$ cat src/rtl/number_display_pkg.sv
// number_display_pkg
//   Shared constants and helpers for the seven-segment number scanner.
//   - Segment patterns are {g,f,e,d,c,b,a}, active-low (0 lights a segment).
//   - slot_e names the four digit positions; slot 3 is the leftmost digit.
//   - group_of() extracts the 12-bit {hundreds, tens, ones} BCD group i
//     from the packed 48-bit bus.
package number_display_pkg;

    localparam int NUM_GROUPS = 4;
    localparam int GROUP_W    = 12;
    localparam int BUS_W      = NUM_GROUPS * GROUP_W;

    localparam logic [6:0] SEG_0     = 7'b1000000;
    localparam logic [6:0] SEG_1     = 7'b1111001;
    localparam logic [6:0] SEG_2     = 7'b0100100;
    localparam logic [6:0] SEG_3     = 7'b0110000;
    localparam logic [6:0] SEG_4     = 7'b0011001;
    localparam logic [6:0] SEG_5     = 7'b0010010;
    localparam logic [6:0] SEG_6     = 7'b0000010;
    localparam logic [6:0] SEG_7     = 7'b1111000;
    localparam logic [6:0] SEG_8     = 7'b0000000;
    localparam logic [6:0] SEG_9     = 7'b0010000;
    localparam logic [6:0] SEG_BLANK = 7'b1111111;
    localparam logic [6:0] SEG_DASH  = 7'b0111111;
    localparam logic [6:0] SEG_ERR   = 7'b0000110;

    // Digit positions; the numeric value is also the an[] bit that goes low.
    typedef enum logic [1:0] {
        SLOT_ONES     = 2'd0,
        SLOT_TENS     = 2'd1,
        SLOT_HUNDREDS = 2'd2,
        SLOT_INDEX    = 2'd3
    } slot_e;

    // Group i lives at numbers[12i+11:12i].
    function automatic logic [GROUP_W-1:0] group_of(input logic [BUS_W-1:0] numbers,
                                                    input logic [1:0]       idx);
        logic [GROUP_W-1:0] g;
        g = numbers[11:0];
        case (idx)
            2'd0: g = numbers[11:0];
            2'd1: g = numbers[23:12];
            2'd2: g = numbers[35:24];
            2'd3: g = numbers[47:36];
        endcase
        return g;
    endfunction

endpackage

$ cat src/rtl/bcd_to_seg.sv
// bcd_to_seg
//   Combinational BCD digit to active-low seven-segment pattern.
//   Ports:
//     digit  in  4  BCD digit; values above 9 render as "E"
//     blank  in  1  force all segments off (leading-zero blanking)
//     seg    out 7  {g,f,e,d,c,b,a}, active-low
module bcd_to_seg
    import number_display_pkg::*;
(
    input  logic [3:0] digit,
    input  logic       blank,
    output logic [6:0] seg
);

    always_comb begin
        // NOTE: assign a default before any branch so every path drives seg
        // and no latch is inferred.
        seg = SEG_ERR;
        if (blank) begin
            seg = SEG_BLANK;
        end else begin
            case (digit)
                4'd0:    seg = SEG_0;
                4'd1:    seg = SEG_1;
                4'd2:    seg = SEG_2;
                4'd3:    seg = SEG_3;
                4'd4:    seg = SEG_4;
                4'd5:    seg = SEG_5;
                4'd6:    seg = SEG_6;
                4'd7:    seg = SEG_7;
                4'd8:    seg = SEG_8;
                4'd9:    seg = SEG_9;
                default: seg = SEG_ERR;
            endcase
        end
    end

endmodule

$ cat src/rtl/number_display_scanner.sv
// number_display_scanner
//   Snapshots four 3-digit BCD numbers plus a valid mask and scans them onto
//   a 4-digit common-anode seven-segment display. The leftmost digit shows
//   the number's index (1-4) with the decimal point lit; the right three show
//   the value with leading-zero blanking. The display dwells on each valid
//   number for DWELL_FRAMES full frames, then moves to the next valid one.
//   Ports:
//     clk      in  1   system clock
//     rst_n    in  1   synchronous active-low reset
//     numbers  in  48  four BCD groups, group i = numbers[12i+11:12i]
//     valid    in  4   valid[i]=1 when number i is in play
//     load     in  1   one-cycle strobe capturing numbers/valid
//     seg      out 7   {g,f,e,d,c,b,a}, active-low, registered
//     an       out 4   one-hot active-low digit enable, an[3] leftmost
//     dp       out 1   decimal point, active-low
//     sel      out 2   index of the number currently selected
module number_display_scanner
    import number_display_pkg::*;
#(
    parameter int REFRESH_DIV  = 50000,
    parameter int DWELL_FRAMES = 250
) (
    input  logic             clk,
    input  logic             rst_n,
    input  logic [BUS_W-1:0] numbers,
    input  logic [3:0]       valid,
    input  logic             load,
    output logic [6:0]       seg,
    output logic [3:0]       an,
    output logic             dp,
    output logic [1:0]       sel
);

    localparam int REFRESH_W = (REFRESH_DIV  > 1) ? $clog2(REFRESH_DIV)  : 1;
    localparam int FRAME_W   = (DWELL_FRAMES > 1) ? $clog2(DWELL_FRAMES) : 1;
    localparam logic [REFRESH_W-1:0] REFRESH_LAST = REFRESH_W'(REFRESH_DIV - 1);
    localparam logic [FRAME_W-1:0]   FRAME_LAST   = FRAME_W'(DWELL_FRAMES - 1);

    logic [REFRESH_W-1:0] refresh_q;
    slot_e                slot_q;
    logic [FRAME_W-1:0]   frame_q;
    logic [1:0]           sel_q;
    logic [BUS_W-1:0]     num_q;
    logic [3:0]           valid_q;

    logic                 slot_wrap;
    logic                 frame_wrap;
    logic [1:0]           next_sel;
    logic [1:0]           load_sel;

    assign slot_wrap  = (refresh_q == REFRESH_LAST);
    assign frame_wrap = slot_wrap && (slot_q == SLOT_INDEX);
    assign sel        = sel_q;

    // Next valid index in circular order sel+1, sel+2, sel+3, sel. With no
    // valid bits the current selection is kept.
    always_comb begin
        logic       found;
        logic [1:0] cand;
        next_sel = sel_q;
        found    = 1'b0;
        cand     = sel_q;
        for (int k = 1; k <= NUM_GROUPS; k++) begin
            cand = sel_q + 2'(k);
            if (!found && valid_q[cand]) begin
                next_sel = cand;
                found    = 1'b1;
            end
        end
    end

    // Lowest set bit of the incoming valid mask; 0 when none are set.
    always_comb begin
        load_sel = 2'd0;
        for (int i = NUM_GROUPS - 1; i >= 0; i--) begin
            if (valid[i]) begin
                load_sel = 2'(i);
            end
        end
    end

    // Counters, selection and shadow registers.
    always_ff @(posedge clk) begin
        if (!rst_n) begin
            refresh_q <= '0;
            slot_q    <= SLOT_ONES;
            frame_q   <= '0;
            sel_q     <= 2'd0;
            // NOTE: the shadow registers are reset too, so a reset mid-frame
            // drops back to the dash display instead of showing stale data.
            num_q     <= '0;
            valid_q   <= '0;
        end else begin
            // NOTE: all sequential state uses non-blocking assignments so every
            // register samples the pre-edge values regardless of order.
            if (slot_wrap) begin
                refresh_q <= '0;
                slot_q    <= slot_e'(slot_q + 2'd1);
            end else begin
                refresh_q <= refresh_q + REFRESH_W'(1);
            end

            // A load restarts the dwell but leaves the scan running; it also
            // takes priority over a dwell advance on the same edge.
            if (load) begin
                num_q   <= numbers;
                valid_q <= valid;
                sel_q   <= load_sel;
                frame_q <= '0;
            end else if (frame_wrap) begin
                if (frame_q == FRAME_LAST) begin
                    frame_q <= '0;
                    sel_q   <= next_sel;
                end else begin
                    frame_q <= frame_q + FRAME_W'(1);
                end
            end
        end
    end

    // Digit selection for the current slot.
    logic [GROUP_W-1:0] group;
    logic [3:0]         hundreds;
    logic [3:0]         tens;
    logic [3:0]         ones;
    logic [3:0]         digit;
    logic               blank;
    logic [6:0]         digit_seg;

    assign group    = group_of(num_q, sel_q);
    assign hundreds = group[11:8];
    assign tens     = group[7:4];
    assign ones     = group[3:0];

    always_comb begin
        digit = ones;
        blank = 1'b0;
        case (slot_q)
            SLOT_INDEX:    digit = {2'b00, sel_q} + 4'd1;
            SLOT_HUNDREDS: begin
                digit = hundreds;
                blank = (hundreds == 4'd0);
            end
            SLOT_TENS:     begin
                digit = tens;
                blank = (hundreds == 4'd0) && (tens == 4'd0);
            end
            SLOT_ONES:     digit = ones;
        endcase
    end

    bcd_to_seg u_bcd_to_seg (
        .digit (digit),
        .blank (blank),
        .seg   (digit_seg)
    );

    // Registered outputs, one cycle behind the slot/selection/shadow state.
    always_ff @(posedge clk) begin
        if (!rst_n) begin
            seg <= SEG_BLANK;
            an  <= 4'b1111;
            dp  <= 1'b1;
        end else begin
            an <= ~(4'b0001 << slot_q);
            if (valid_q == 4'd0) begin
                seg <= SEG_DASH;
                dp  <= 1'b1;
            end else begin
                seg <= digit_seg;
                dp  <= (slot_q != SLOT_INDEX);
            end
        end
    end

endmodule
$ cat config.mk
export PLATFORM = sky130hd
export DESIGN_NAME = number_display_scanner
export DESIGN_NICKNAME = d
export VERILOG_FILES = /design/src/rtl/number_display_pkg.sv /design/src/rtl/bcd_to_seg.sv /design/src/rtl/number_display_scanner.sv
export SDC_FILE = /design/constraint.sdc
export NUM_CORES = 1
export LEC_CHECK = 0
export ABC_AREA = 1
export CAP_MARGIN = 20
export CORE_AREA = 4 4 94 96
export DETAILED_ROUTE_END_ITERATION = 6
export DIE_AREA = 0 0 98 100
export GPL_TIMING_DRIVEN = 0
export PLACE_DENSITY_LB_ADDON = 0.12
export SLEW_MARGIN = 20
export SYNTH_ARGS = -nofsm -noshare
export SYNTH_HDL_FRONTEND = slang
export SYNTH_HIERARCHICAL = 1
export SYNTH_SLANG_ARGS = --single-unit
$ cat constraint.sdc
create_clock -name clk -period 5.67 [get_ports clk]
set_input_delay 1.134 -clock clk [delete_from_list [all_inputs] [get_ports clk]]
set_output_delay 1.134 -clock clk [all_outputs]
set_load 0.05 [all_outputs]
== Word level (Yosys, flattened, before mapping) ==
Memory sizes are Yosys's and may differ from the RTL's.
Cells that the tools add are included.
Word-level totals
  memories kept: 1
  bits of input ports: 55
  output and inout bits: 14
  memory bits (read-only): 112
  logic and storage cells: 84
  flip-flop bits (word level): 92
Memory list
  (no name shown): words 16, bits a word 7, rd ports 1, clocked after memory_dff 0, wr ports 0, RTL line bcd_to_seg.sv:22  | case (digit)
Cells by class
  shift-type cells: 1
  order comparisons: 4
  reduce and logical (&&, ||, !) cells: 21
  add/subtract/negate cells: 7
  eq/ne operators: 10
  bitwise operators: 2
  multiplexer cells: 28
Operator list (number)
  one-hot mux 12 bit (4 select lines): 1
  two-way mux 2 bit: 11
  adder 16 x 1 -> 16 bit (second input constant): 1
  equality test 16 bit (second input constant): 1
  one-hot mux 4 bit (4 select lines): 1
  two-way mux 7 bit: 2
  logical NOT 4 bit: 3
  less-than comparator 2 x 3 -> 1 bit (second input constant): 4
  adder 8 x 1 -> 8 bit (second input constant): 1
  binary-select mux 1 bit (select 2 bit): 4
  equality test 2 bit (second input constant): 4
  equality test 8 bit (second input constant): 1
  two-way mux 8 bit: 1
  two-way mux 1 bit: 7
  OR reduction 2 bit: 3
  logical AND 1 bit: 5
  adder 2 x 1 -> 2 bit (second input constant): 2
  adder 2 bit (second input constant): 2
  equality test 2 x 1 -> 1 bit (second input constant): 2
  logical NOT 2 bit: 2
  != test 2 bit (second input constant): 2
  NOT 4 bit: 1
  AND reduction 4 bit: 1
  nonzero test 2 bit: 2
  other kinds (7): 9

== Logic depth before layout (Yosys ltp) ==
Gate-level depths: netlist of the first run.
  depth after elaboration: 16
  mapped depth: 19
  mapped depth without buffers: 17

== Modules after synthesis ==
The synthesis of the first run kept the hierarchy.
By module, submodules not included
  number_display_scanner: cells each 619, area each 4314.1 sq um, seq. area each 1841.8 sq um, times used 1
  bcd_to_seg: cells each 38, area each 206.4 sq um, seq. area each 0.0 sq um, times used 1

== Worst setup path before layout of the first run ==
Ideal clock, no wire load.
  path kind: reg-to-reg
  start point: reg sel_q[0], in the netlist sel[0]
  end point: reg seg[3]
  period minus slack after synthesis: 2827 ps
  required time: 5539 ps
  buffers on the path: 3
  library setup time: 131 ps
  stages on the path, launching flop included: 18
  path slack: 2843 ps
  arrival: 2697 ps
  cell sequence: dfxtp_1 buf_6 inv_4 ha_1 buf_4 inv_1 buf_4 o21ai_0 o211ai_1 nand2_1 o21ai_0 inv_1 ha_1 nand2_1 nand3_1 nand2_1 inv_1 nand2_1
Between the ends
  elaborated cells on any way between the ends: 13
  those cells by class: add/sub: 1; eq/ne: 3; mux: 3; reduce/logical: 5; memory: 1
RTL lines
  start, declared: RTL line number_display_scanner.sv:42  | logic [1:0] sel_q;
  start signal, assigned: RTL line number_display_scanner.sv:108  | sel_q <= load_sel;
  start signal, assigned: RTL line number_display_scanner.sv:113  | sel_q <= next_sel;
  equality test 2 bit, or another cell as far along: RTL line number_display_pkg.sv:40  | case (idx)
  one-hot mux 12 bit (4 select lines): RTL line number_display_pkg.sv:40
  one-hot mux 4 bit (4 select lines) (*): RTL line number_display_scanner.sv:138  | case (slot_q)
  via digit[1]: RTL line number_display_scanner.sv:126  | logic [3:0] digit;
  memory read (16 x 7 bit) (*)
  end signal, assigned: RTL line number_display_scanner.sv:170  | seg <= digit_seg;
  end, declared: RTL line number_display_scanner.sv:28  | output logic [6:0] seg,
The timed path passes the listed nets; every way through them passes the cells marked *.
A chain may end at the register's enable or synchronous reset.

== Worst setup path after layout of the first run ==
  start point: reg sel_q[1], in the netlist sel[1]
  end point: reg seg[3]
The elaborated chain is that of the path after synthesis.

==> flow_metrics.py, run 1 <==
metrics = {
    "synth": {
        "synth_ff_type": "dfxtp_1",
        "yosysSeqAreaShare_pct": 40.74,
        "syn_avg_cell_area_um2": 6.881,
        "syn-cell-area_mm2": 0.004521,
        "synth_edf_count": 0,
        "synthTopCellsByArea": "dfxtp_1, nand2_1, nor2_1",
        "async_flop_share_pct": 0,
        "synth_nets": 729,
        "yosysWarnings": 6,
        "synth_cells": 657,
        "synth_cell_types": 37,
        "netlist.area_leader.share_pct": 40.74,
        "ys_ff_latch": 92,
        "synth_largest_area_cell": "dfxtp_1",
    },
    "floorplan": {
        "boundaryPins": 69,
        "design.die.area_mm2": 0.009800,
        "coreArea_mm2": 0.008051,
        "fp.dieW_um": 98,
        "row_count": 33,
        "die_y_um": 100,
        "start_util_pct": 56.15,
    },
    "final_layout": {
        "final_common_cell": "nand2_1",
        "syn_to_final_growth_pct": 22.42,
        "finalNetCount": 808,
        "design_area_mm2": 0.005534,
        "mostFrequentLayoutCells": "nand2_1, nor2_1, dfxtp_1, clkdlybuf4s50_1, o21ai_0",
        "antenna_cells": 0,
        "utilization_pct": 68.73,
        "drive_gt1_share_pct": 7.557,
    },
    "pwr": {
        "p_per_area_mw_per_mm2": 265.1,
        "p_total_mw": 1.467,
        "p_leak_nw": 2.291,
        "ir_drop_v": 0.0001398,
    },
    "worst_setup_path": {
        "worstPathRequired_ns": 5.90,
        "worst_setup_path_end_kind": "flip-flop",
        "cp-startpoint": "sel[1]",
        "start_kind": "flip-flop",
        "cp_max_fo": 10,
        "path_class": "flip-flop to flip-flop",
        "r2r-start": "sel[1]",
        "worstPathArrival_ns": 3.22,
    },
    "clock_network": {
        "postCtsSetupBuffers": 0,
        "clock_sinks": 92,
        "cts_tree": "yes",
        "ctsHoldBuffers": 0,
        "cts_resized": 0,
        "clk_latency_ns": 0.36,
        "cts_buffer_depth": 2,
        "cts_root_buffer": "clkbuf_8",
        "cts.clk_slew.worst_paths_ns": 0.09,
        "h-tree-depth": 3,
        "cts_buffers": 9,
    },
    "sta": {
        "final.setup.tns_ns": 0,
        "rsz0062_at_grt": "no",
        "setup_viol": 0,
        "hold-worst-slack_ns": 0.4555,
        "finalCritPeriodShare_pct": 52.76,
        "drv_slew": 0,
        "clock.fmax_mhz": 334.3,
        "hold_viol": 0,
        "worst_pin_slew_ns": 0.7082,
        "fin_worst_skew_ns": 0.01055,
        "period_needed_ns": 2.992,
        "slew_headroom_pct": 52.29,
    },
    "placed_design": {
        "finalWeightedCongestion": 0.8909,
        "io_buffers": 68,
        "place_area_mm2": 0.005333,
        "hpwl_mm": 8.483,
    },
    "detailed_routing": {
        "drc": 0,
        "drt-initial-drc-count": 208,
        "finalWirelength_mm": 10.96,
        "detail_route.first_pass.iterations": 5,
        "wire_per_inst_um": 12.96,
        "vias_per_cell": 5.122,
        "antenna_left": 0,
        "vias": 4333,
    },
    "global_routing": {
        "grt_overflow_total": 0,
        "grtUsageTotal_pct": 22.47,
        "grt_antenna_before_repair": 0,
        "grt_pass1_vias": 4146,
        "grt_max_degree": 16,
        "grt_pass1_wl_mm": 17.97,
    },
    "worst_hold_path": {
        "hold_path_class": "flip-flop to flip-flop",
        "min_from": "refresh_q[0]",
    },
    "status": {
        "outcome": "complete, no violations",
    },
    "job": {
        "cap_violations": 0,
    },
}
routing by layer:
| metal | wire length [um] | GRT usage (%) |
|---|---|---|
| met1 | 5012 | 27.00 |
| met2 | 5243 | 39.84 |
| met3 | 408 | 3.127 |
| met4 | 297 | 10.33 |
| met5 | 0 | 0 |
final cells by class:
class,instances,area [um2]
fillers,706,2517
multi-input cells,479,2320
well taps,105,131.4
clock inverters,5,60.06
repair buffers,68,680.7
clock buffers,11,141.4
inverters,62,235.2
flip-flops and latches,92,1842
plain buffers,24,123.9
report_power, final:
part	total, mW	internal (mW)	leakage (nW)	switching (mW)
combinational	0.314	0.125	1.43	0.189
clock	0.449	0.218	0.0999	0.232
sequential	0.704	0.683	0.758	0.0203
critical path, stage by stage (launching register included):
cell and delay [ns]:
dfxtp_1 0.49, inv_1 0.19, ha_1 0.22, buf_4 0.16, inv_1 0.17, buf_4 0.21, o21ai_0 0.11, o211ai_1 0.22
nand2_1 0.07, o21ai_0 0.21, inv_1 0.16, ha_1 0.31, nand2_1 0.06, nand3_1 0.12, nand2_1 0.05, inv_1 0.05
nand2_1 0.04
cell families after synthesis:
| family | share of synthesized area (%) |
|---|---|
| AND/OR/NAND/NOR | 32.44 |
| XOR/XNOR | 0.9689 |
| adder cells (fa/ha/maj) | 4.705 |
| buffers and inverters | 7.944 |
| AO/OA/AOI/OAI | 13.20 |
| flip-flops | 40.74 |
sequential cells by signal, summed over array words and instances (netlist names), 2 cells and up:
register / cells
refresh_q: 16
an: 4
seg: 7
valid_q: 4
frame_q: 8
num_q: 48
sel: 2
slot_q: 2
Yosys cell counts, types with 2 or more instances:
cell and count:
o21ai_0 63, ha_1 17, nand3_1 37, dfxtp_1 92, buf_2 9, nor2_2 5
nand4_1 8, buf_4 4, nand2_2 6, nand2_1 135, a211oi_1 2, o211ai_1 4
a21oi_1 33, nor3b_1 2, xnor2_1 2, xor2_1 3, or2_2 4, clkbuf_1 10
nor2_1 131, inv_2 5, nor3_1 9, a31oi_1 5, nor3_2 2, inv_1 56
per-stage QoR:
step,setup WS [ns],cells
6_report,2.678,846
5_1_grt,2.474,846
4_1_cts,2.716,846
3_5_place_dp,2.773,830
3_3_place_gp,2.809,830
2_1_floorplan,2.843,657
final timing paths:
check	endpoint	slack (ns)	depth (start not counted)
hold / removal	refresh_q[0]	0.46	1
setup reg to reg	seg[3]	2.68	16
hold reg to reg	refresh_q[0]	0.46	1
setup / recovery	seg[3]	2.68	16
Power figures use the tool's default switching activity.
==> inputs of run 2 (changes only) <==
--- a/config.mk
+++ b/config.mk
@@ -7,9 +7,9 @@
 export LEC_CHECK = 0
 export ABC_AREA = 1
 export CAP_MARGIN = 20
-export CORE_AREA = 4 4 94 96
+export CORE_AREA = 4 4 102 104
 export DETAILED_ROUTE_END_ITERATION = 6
-export DIE_AREA = 0 0 98 100
+export DIE_AREA = 0 0 106 108
 export GPL_TIMING_DRIVEN = 0
 export PLACE_DENSITY_LB_ADDON = 0.12
 export SLEW_MARGIN = 20
==> constraint.sdc (replaced) <==
create_clock -name clk -period 2.7 [get_ports clk]
set_input_delay 0.54 -clock clk [delete_from_list [all_inputs] [get_ports clk]]
set_output_delay 0.54 -clock clk [all_outputs]
set_load 0.05 [all_outputs]
==> flow_metrics.py, run 2 (synthesis results as in run 1) <==
metrics = {
    "floorplan": {
        "fp.dieW_um": 106,
        "boundaryPins": 69,
        "start_util_pct": 47.34,
        "die_y_um": 108,
        "coreArea_mm2": 0.009549,
        "row_count": 36,
        "design.die.area_mm2": 0.01145,
    },
    "sta": {
        "drv_slew": 0,
        "hold_viol": 0,
        "slew_headroom_pct": 51.46,
        "setup_viol": 0,
        "finalCritPeriodShare_pct": 93.00,
        "final.setup.tns_ns": 0,
        "clock.fmax_mhz": 398.3,
        "worst_pin_slew_ns": 0.7205,
        "period_needed_ns": 2.511,
        "fin_worst_skew_ns": 0.01506,
        "fin_ws_ns": 0.1891,
    },
    "global_routing": {
        "grt_max_degree": 16,
        "grtUsageTotal_pct": 20.04,
        "grt_pass1_vias": 4072,
        "grt_antenna_before_repair": 0,
        "grt_pass1_wl_mm": 18.48,
        "grt_overflow_total": 0,
    },
    "worst_hold_path": {
        "whs_path_depth": 1,
        "min_from": "refresh_q[0]",
        "hold_path_class": "flip-flop to flip-flop",
        "holdPathEnd": "refresh_q[0]",
    },
    "worst_setup_path": {
        "path_class": "flip-flop to flip-flop",
        "cp-startpoint": "sel[0]",
        "path_cells": "buf_8 > inv_8 > ha_4 > buf_6 > clkinvlp_4 > or2_2 > nand3_1 > o21ai_1 > nor2_1 > nor2_2 > buf_4 > ha_1 > inv_1 > nand2_2 > nand3_1 > nand2_1 > inv_1 > nand2_1",
        "worstPathRequired_ns": 2.94,
        "r2r_end": "seg[3]",
        "worst_setup_path_end_kind": "flip-flop",
        "cp_slowest_stage_delay_ns": 0.38,
        "worst_r2r_path_depth": 18,
        "worst-path-buf-inv": 7,
        "cpLargestDelayFamily": "simple AND/OR/NAND/NOR gates",
        "worstPathArrival_ns": 2.75,
        "cp_max_fo": 8,
        "r2r-start": "sel[0]",
        "cp_slowest_cell": "dfxtp_4",
        "start_kind": "flip-flop",
        "rrSetupSlack_ns": 0.19,
    },
    "clock_network": {
        "cts_root_buffer": "clkbuf_8",
        "ctsHoldBuffers": 0,
        "clock_sinks": 92,
        "cts.clk_slew.worst_paths_ns": 0.10,
        "cts_buffer_depth": 2,
        "h-tree-depth": 3,
        "cts_buffers": 9,
        "cts_tree": "yes",
        "clk_latency_ns": 0.37,
    },
    "final_layout": {
        "design_area_mm2": 0.005689,
        "reg_top3": "num_q (48), refresh_q (16), frame_q (8)",
        "drive_gt1_share_pct": 10.05,
        "finalNetCount": 814,
        "antenna_cells": 0,
        "mostFrequentLayoutCells": "nand2_1, nor2_1, dfxtp_1, clkdlybuf4s50_1, o21ai_0",
        "utilization_pct": 59.58,
        "syn_to_final_growth_pct": 25.85,
        "fin_cells": 879,
        "final_common_cell": "nand2_1",
        "regMostFlops": "num_q",
        "largest_reg_flops": 48,
    },
    "job": {
        "cap_violations": 0,
    },
    "placed_design": {
        "hpwl_mm": 8.566,
        "placedCellCount": 858,
        "finalWeightedCongestion": 0.8865,
        "io_buffers": 68,
        "place_area_mm2": 0.005370,
        "place_ws_ns": -0.09510,
    },
    "detailed_routing": {
        "drc": 0,
        "detail_route.first_pass.iterations": 5,
        "drt-initial-drc-count": 175,
        "vias_per_cell": 4.949,
        "wire_per_inst_um": 12.67,
        "antenna_left": 0,
        "vias": 4350,
        "finalWirelength_mm": 11.14,
    },
    "status": {
        "outcome": "complete, no violations",
    },
    "pwr": {
        "p_per_area_mw_per_mm2": 548.6,
        "ir_drop_v": 0.0002525,
        "p_leak_nw": 2.326,
    },
}
-- run 2: final cells by class --
| type | instances | area, um2 |
|---|---|---|
| flip-flops and latches | 92 | 1847 |
| multi-input cells | 479 | 2366 |
| clock buffers | 10 | 137.6 |
| well taps | 133 | 166.4 |
| clock inverters | 5 | 60.06 |
| repair buffers | 74 | 725.7 |
| fillers | 921 | 3860 |
| inverters | 62 | 246.5 |
| plain buffers | 24 | 140.1 |
-- run 2: per-stage QoR --
step / total power [mW] / hold slack [ns]
after CTS: 3.100 / 0.4576
after detailed placement: 2.161 / 0.4434
after global placement: 2.150 / 0.4277
after floorplan: 1.932 / 0.4175
after global routing: 3.299 / 0.4824
final: 3.121 / 0.4527
-- run 2: worst max-delay path by stage --
stage / to / slack, ns / cells after the start
floorplan: seg[3] / 0.07 / 17
global placement: seg[3] / -0.04 / 17
detailed placement: seg[3] / -0.1 / 17
CTS: seg[3] / 0.01 / 17
global route: seg[3] / -0.03 / 18
finish: seg[3] / 0.19 / 18
-- run 2: power by group --
part           total [mW]  internal [mW]  switching [mW]
registers            1.48           1.44          0.0458
clock network       0.936          0.451           0.485
logic               0.703          0.295           0.409
total                3.12           2.18           0.939
-- run 2: metal layers --
layer / vias up / track usage [%] / routed length, um
met5: - / 0 / 0
met2: 121 / 34.11 / 5288
met4: 0 / 9.528 / 356
met1: 1921 / 25.29 / 5039
met3: 29 / 2.687 / 451
li1: 2279 / - / -
-- run 2: timing repair --
action                                  4_1_cts  5_1_grt
cloned                                        0        1
pin swaps                                     0        5
endpoints found under the setup margin        4        7
resized for setup                             4       22
setup buffers                                 0        5
